--- config.mk ---
export PLATFORM = sky130hd
export DESIGN_NAME = branch_resolution_unit
export DESIGN_NICKNAME = d
export VERILOG_FILES = /design/src/rtl/branch_resolution_pkg.sv /design/src/rtl/bru_sat_counter.sv /design/src/rtl/branch_resolution_unit.sv
export SDC_FILE = /design/constraint.sdc
export NUM_CORES = 1
export LEC_CHECK = 0
export ABC_AREA = 1
export CORE_MARGIN = 8
export CORE_UTILIZATION = 40
export CTS_BUF_LIST = sky130_fd_sc_hd__clkbuf_16
export CTS_CLUSTER_DIAMETER = 150
export DETAILED_ROUTE_END_ITERATION = 6
export MAX_ROUTING_LAYER = met4
export PLACE_DENSITY_LB_ADDON = 0.25
export SETUP_SLACK_MARGIN = 0.3
export SYNTH_ARGS = -nofsm -noshare
export SYNTH_HDL_FRONTEND = slang
export SYNTH_SLANG_ARGS = --single-unit
--- constraint.sdc ---
create_clock -name i_clk -period 5.1 [get_ports i_clk]
set_input_delay 1.53 -clock i_clk [delete_from_list [all_inputs] [get_ports i_clk]]
set_output_delay 1.53 -clock i_clk [all_outputs]
set_load 0.02 [all_outputs]
--- src/rtl/branch_resolution_pkg.sv ---
// Shared types for the branch resolution unit: FSM states, mispredict
// classes and the width of the post-redirect holdoff counter.
package branch_resolution_pkg;

    typedef enum logic {
        BRU_IDLE,
        BRU_HOLDOFF
    } bru_state_e;

    typedef enum logic [1:0] {
        MP_NONE,
        MP_MISS_TAKEN,
        MP_WRONG_TARGET,
        MP_FALSE_TAKEN
    } mispredict_e;

    localparam int HOLDOFF_W = 3;

endpackage

--- src/rtl/bru_sat_counter.sv ---
// Saturating up-counter used for the branch/mispredict performance counters.
// Sticks at all-ones instead of wrapping.
module bru_sat_counter #(
    parameter int CNT_W = 32
) (
    input  logic             i_clk,
    input  logic             i_reset,
    input  logic             i_inc,
    output logic [CNT_W-1:0] o_count
);

    logic [CNT_W-1:0] r_count;

    // Count enabled events, holding at the maximum value once reached.
    always_ff @(posedge i_clk) begin
        if (i_reset) begin
            r_count <= '0;
        end else if (i_inc && (r_count != {CNT_W{1'b1}})) begin
            r_count <= r_count + 1'b1;
        end
    end

    assign o_count = r_count;

endmodule

--- src/rtl/branch_resolution_unit.sv ---
// EX-stage branch resolution: checks the fetch-time prediction against the
// real outcome, redirects/flushes the front end on a mispredict, holds off
// further resolution while wrong-path instructions drain, writes the BTB and
// keeps performance counters.
module branch_resolution_unit
    import branch_resolution_pkg::*;
#(
    parameter int XLEN           = 32,
    parameter int HOLDOFF_CYCLES = 2,
    parameter int CNT_W          = 32
) (
    input  logic             i_clk,
    input  logic             i_reset,
    input  logic             i_stall,
    input  logic             i_valid,
    input  logic             i_is_branch,
    input  logic             i_is_jump,
    input  logic             i_cond_taken,
    input  logic [XLEN-1:0]  i_pc,
    input  logic [XLEN-1:0]  i_target,
    input  logic [XLEN-1:0]  i_fallthrough,
    input  logic             i_pred_used,
    input  logic [XLEN-1:0]  i_pred_target,
    output logic             o_redirect,
    output logic [XLEN-1:0]  o_redirect_pc,
    output logic             o_flush,
    output logic             o_holdoff,
    output logic             o_btb_update,
    output logic [XLEN-1:0]  o_btb_update_pc,
    output logic [XLEN-1:0]  o_btb_update_target,
    output logic             o_btb_update_taken,
    output logic [CNT_W-1:0] o_branch_count,
    output logic [CNT_W-1:0] o_mispredict_count
);

    bru_state_e             r_state;
    bru_state_e             w_state_next;
    logic [HOLDOFF_W-1:0]   r_hold_cnt;
    logic [HOLDOFF_W-1:0]   w_hold_cnt_next;

    logic                   w_resolve;
    logic                   w_cf;
    logic                   w_actual_taken;
    logic                   w_btb_fire;
    mispredict_e            w_mp;
    logic                   w_redirect;
    logic [XLEN-1:0]        w_redirect_pc;

    logic                   r_btb_update;
    logic [XLEN-1:0]        r_btb_pc;
    logic [XLEN-1:0]        r_btb_target;
    logic                   r_btb_taken;

    // Only instructions seen in IDLE are on the correct path; HOLDOFF ones are discarded.
    assign w_resolve      = i_valid && !i_stall && (r_state == BRU_IDLE);
    assign w_cf           = i_is_branch || i_is_jump;
    assign w_actual_taken = i_is_jump || (i_is_branch && i_cond_taken);
    // Non-cf instructions with a prediction are BTB aliases and need the entry corrected too.
    assign w_btb_fire     = w_resolve && (w_cf || i_pred_used);

    // Classify the outcome and pick the redirect address.
    always_comb begin
        w_mp          = MP_NONE;
        w_redirect_pc = '0;
        if (w_resolve) begin
            if (w_actual_taken && !i_pred_used) begin
                w_mp = MP_MISS_TAKEN;
            end else if (w_actual_taken && (i_pred_target != i_target)) begin
                w_mp = MP_WRONG_TARGET;
            end else if (!w_actual_taken && i_pred_used) begin
                w_mp = MP_FALSE_TAKEN;
            end
        end
        case (w_mp)
            MP_MISS_TAKEN,
            MP_WRONG_TARGET: w_redirect_pc = i_target;
            MP_FALSE_TAKEN:  w_redirect_pc = i_fallthrough;
            default:         w_redirect_pc = '0;
        endcase
    end

    assign w_redirect    = (w_mp != MP_NONE);
    assign o_redirect    = w_redirect;
    assign o_flush       = w_redirect;
    assign o_redirect_pc = w_redirect_pc;

    // Holdoff FSM next state: count down unstalled cycles after a redirect.
    always_comb begin
        w_state_next    = r_state;
        w_hold_cnt_next = r_hold_cnt;
        case (r_state)
            BRU_IDLE: begin
                if (w_redirect) begin
                    w_state_next    = BRU_HOLDOFF;
                    w_hold_cnt_next = HOLDOFF_W'(HOLDOFF_CYCLES);
                end
            end
            BRU_HOLDOFF: begin
                if (!i_stall) begin
                    if (r_hold_cnt <= HOLDOFF_W'(1)) begin
                        w_state_next    = BRU_IDLE;
                        w_hold_cnt_next = '0;
                    end else begin
                        w_hold_cnt_next = r_hold_cnt - HOLDOFF_W'(1);
                    end
                end
            end
            default: begin
                w_state_next    = BRU_IDLE;
                w_hold_cnt_next = '0;
            end
        endcase
    end

    // Holdoff FSM state register.
    always_ff @(posedge i_clk) begin
        if (i_reset) begin
            r_state    <= BRU_IDLE;
            r_hold_cnt <= '0;
        end else begin
            r_state    <= w_state_next;
            r_hold_cnt <= w_hold_cnt_next;
        end
    end

    assign o_holdoff = (r_state == BRU_HOLDOFF);

    // BTB write register; the pulse is single-cycle even if a stall follows.
    always_ff @(posedge i_clk) begin
        if (i_reset) begin
            r_btb_update <= 1'b0;
            r_btb_pc     <= '0;
            r_btb_target <= '0;
            r_btb_taken  <= 1'b0;
        end else begin
            r_btb_update <= w_btb_fire;
            if (w_btb_fire) begin
                r_btb_pc     <= i_pc;
                r_btb_target <= i_target;
                r_btb_taken  <= w_actual_taken;
            end
        end
    end

    assign o_btb_update        = r_btb_update;
    assign o_btb_update_pc     = r_btb_pc;
    assign o_btb_update_target = r_btb_target;
    assign o_btb_update_taken  = r_btb_taken;

    bru_sat_counter #(.CNT_W(CNT_W)) u_branch_cnt (
        .i_clk   (i_clk),
        .i_reset (i_reset),
        .i_inc   (w_resolve && w_cf),
        .o_count (o_branch_count)
    );

    bru_sat_counter #(.CNT_W(CNT_W)) u_mispredict_cnt (
        .i_clk   (i_clk),
        .i_reset (i_reset),
        .i_inc   (w_redirect),
        .o_count (o_mispredict_count)
    );

endmodule

==> out/results.ini <==
[sta]
drv_slew=0
tightest_slew_ns=0.854
layout_min_cycle_time_ns=4.96
grt_setup_unrepaired=true
slew_headroom_pct=43.1
finalCritPeriodShare_pct=97.3
hold_slack_ns=0.497
finalClockSkew_ns=0.0108
hold_violations=0
setup_violations=0
clock.fmax_mhz=202

[synth]
ys_warn_count=0
synth_fp_nets=1368
yosys.area_share.simple_pct=37.9
synthXorXnorAreaFrac_pct=5.18
synthesis.area_um2=7780
synth_top_family_by_area=simple AND/OR/NAND/NOR gates
yosysUniqueCellTypes=30
seq_area_frac_synth_pct=34.5
synthCells=1226
synth_compound_area_share_pct=13.6
synthMuxAreaShare_pct=0
synth.avg_cell_area_um2=6.35
yosys.area_share.adder_pct=0.965
ys_ff_latch=134

[global_routing]
grt_usage_pct=27.8
grt_antenna_before_repair=7
grt_pass1_wl_um=51000
grt_pass1_vias=9288
grt_max_degree=57
grt_overflow=0

[cells_and_area]
area_delta_synth_final_pct=66.9
finalCoreUtilization_pct=67.4
final_cell_mix=nand2_1 (347), nor2_1 (231), clkdlybuf4s50_1 (195), dfxtp_1 (134), buf_4 (100)
final_common_cell=nand2_1
fin_cells=1899
final_nets=1756
nFillCells=1644
drive_above_1_share_pct=25.7

[pwr]
vdd_drop_max_mv=0.234
leakage_nw=5.35
power_density_nw_per_um2=231
total_power_mw=3.01

[floorplan]
start_util_pct=40.4
pin_count=301
core_area_um2=19300
dieWidth_um=155
fp.dieH_um=155
rows=51
die-area_um2=24200

[setup_path]
regToRegSetupSlack_ns=2.76
max_stage_delay_ns=0.19
reg2reg_depth=13
worstPathArrival_ns=3.43
r2r_start=o_holdoff
timing.critical_path.cells=buf_4 -> inv_1 -> nand2_1 -> o21ai_0 -> nor2_1 -> nand2_1 -> nor2_2 -> nand3_2 -> buf_6 -> o21ai_4 -> ha_4 -> buf_12 -> buf_16 -> nand2_4 -> a21oi_2 -> buf_6
critPathLaunchType=input port
cp.buffers_inverters=6
crit_path_end_kind=primary output
cp_max_fo=6
rr_endpoint=u_mispredict_cnt.o_count[10]
slowest_stage=ha_4
critPathRequiredTime_ns=3.57
cp_top_family=buffers and inverters
worstSetupPathType=input port to primary output

[clocking]
cts_made_buffers=17
clockRootBuffer=clkbuf_16
clock_latency_ns=0.44
tritoncts=built
clockBufferDepth=2
clock_sinks=134
htree_levels=4
ctsHoldBuffers=0
clk_pin_slew_ns=0.06

[hold_path]
min_path_type=flip-flop to flip-flop
holdPathEnd=r_hold_cnt[0]
min_path_cells=2
min-delay-start=r_hold_cnt[0]

[detailed_routing]
drcViolationCount=0
drtAntennaViolNets=0
wl_per_cell_um=17.8
avgViaCountPerCell=5.00
via_count=9496
drtIter0Drc=476
totalWireLength_um=33700
drtPass1Iterations=5

[placed_design]
io_buffer_count=300
gp_congestion=0.983
hpwl_um=23900
place_inst=1809

[job]
cap_violations=0

[status]
outcome=finished, final reports clean

[how the worst max path moves through the flow]
| stage | depth (start not counted) | slack (ns) | endpoint | from |
|---|---|---|---|---|
| 2_1_floorplan | 10 | 0.35 | o_redirect_pc[0] | i_is_branch |
| 3_3_place_gp | 12 | -0.61 | o_redirect_pc[21] | i_is_branch |
| 3_5_place_dp | 12 | -0.67 | o_redirect_pc[21] | i_is_branch |
| 4_1_cts | 12 | 0.22 | o_redirect_pc[6] | i_pred_target[8] |
| 5_1_grt | 16 | 0.06 | o_redirect_pc[5] | i_target[20] |
| 6_report | 16 | 0.14 | o_redirect_pc[11] | i_target[2] |
[per-layer routing]
layer	track usage, %	share of wire, %
met5	-	0
met4	11.0	4.0
met3	7.24	7.6
met2	47.5	49
met1	30.5	40
[power by group]
group          leakage [nW]  internal (mW)  total, mW  switching, mW
Combinational          3.98          0.309      0.665          0.356
Clock                 0.279          0.652       1.22          0.572
Sequential             1.09           1.09       1.12         0.0246
Total                  5.35           2.05       3.01          0.953
[cell type report]
type / instances / area [µm²] / area share (%)
clock buffer: 17 / 425 / 3.27
antenna: 7 / 17.5 / 0.135
tap: 265 / 332 / 2.55
sequential: 134 / 2680 / 20.7
timing repair buffer: 417 / 3970 / 30.5
multi-input combinational: 952 / 5060 / 39.0
clock inverter: 15 / 154 / 1.18
inverter: 92 / 348 / 2.68
[Yosys cell counts (all sizes together)]
library cell / n / share of area, %
xnor2: 16 / 1.8
o21ai: 81 / 5.2
dfxtp: 134 / 34
nor2: 251 / 13
nand4: 12 / 0.96
nand2: 410 / 21
nor3b: 3 / 0.29
nor3: 6 / 0.39
nand3: 32 / 2.1
a21oi: 102 / 8.2
nand3b: 1 / 0.097
clkinv: 2 / 0.097
xor2: 30 / 3.4
clkbuf: 36 / 1.7
ha: 6 / 0.96
a221oi: 1 / 0.11
buf: 12 / 1.8
o21a: 1 / 0.097
inv: 90 / 4.3
[worst reg2reg max path: stages, from the launching register on]
cell      delay, ns
dfxtp_1        0.33
nor2_1         0.11
nand2_1        0.08
nor2_2         0.12
o21a_1         0.15
buf_4          0.13
o21ai_4        0.06
ha_4           0.21
clkinv_1       0.12
buf_4          0.18
nand2_4        0.11
inv_2          0.36
nand2_1        0.15
a21oi_2        0.16
[registers in the layout (all words and copies together), names as in the netlist]
signal / count
o_holdoff: 1
u_mispredict_cnt.o_count: 32
o_btb_update_taken: 1
r_hold_cnt: 3
o_btb_update: 1
o_btb_update_target: 32
o_btb_update_pc: 32
u_branch_cnt.o_count: 32
[repair_timing]
action | in CTS | in global routing
pin swaps | 70 | 54
resized for setup | 442 | 118
endpoints found under the setup margin | 34 | 35
buffers inserted | 44 | 1
cloned | 6 | 0
[metrics by stage]
| step | TNS [ns] | setup slack [ns] | area [µm²] |
|---|---|---|---|
| final | 0 | 0.139 | 13000 |
| after CTS | 0 | 0.222 | 12700 |
| after detailed placement | -19.87 | -0.670 | 11500 |
| after global routing | 0 | 0.0567 | 13000 |
| after floorplan | 0 | 0.345 | 7890 |
| after global placement | -17.77 | -0.614 | 11500 |
[cells by family after synthesis]
| group | after synthesis |
|---|---|
| and+or+nand+nor | 715 |
| AOI/OAI and AO/OA | 185 |
| buffers and inverters | 140 |
| DFF | 134 |
| xor gates and xnor gates | 46 |
| adders and majority gates | 6 |
(Power assumes the default switching activity.)
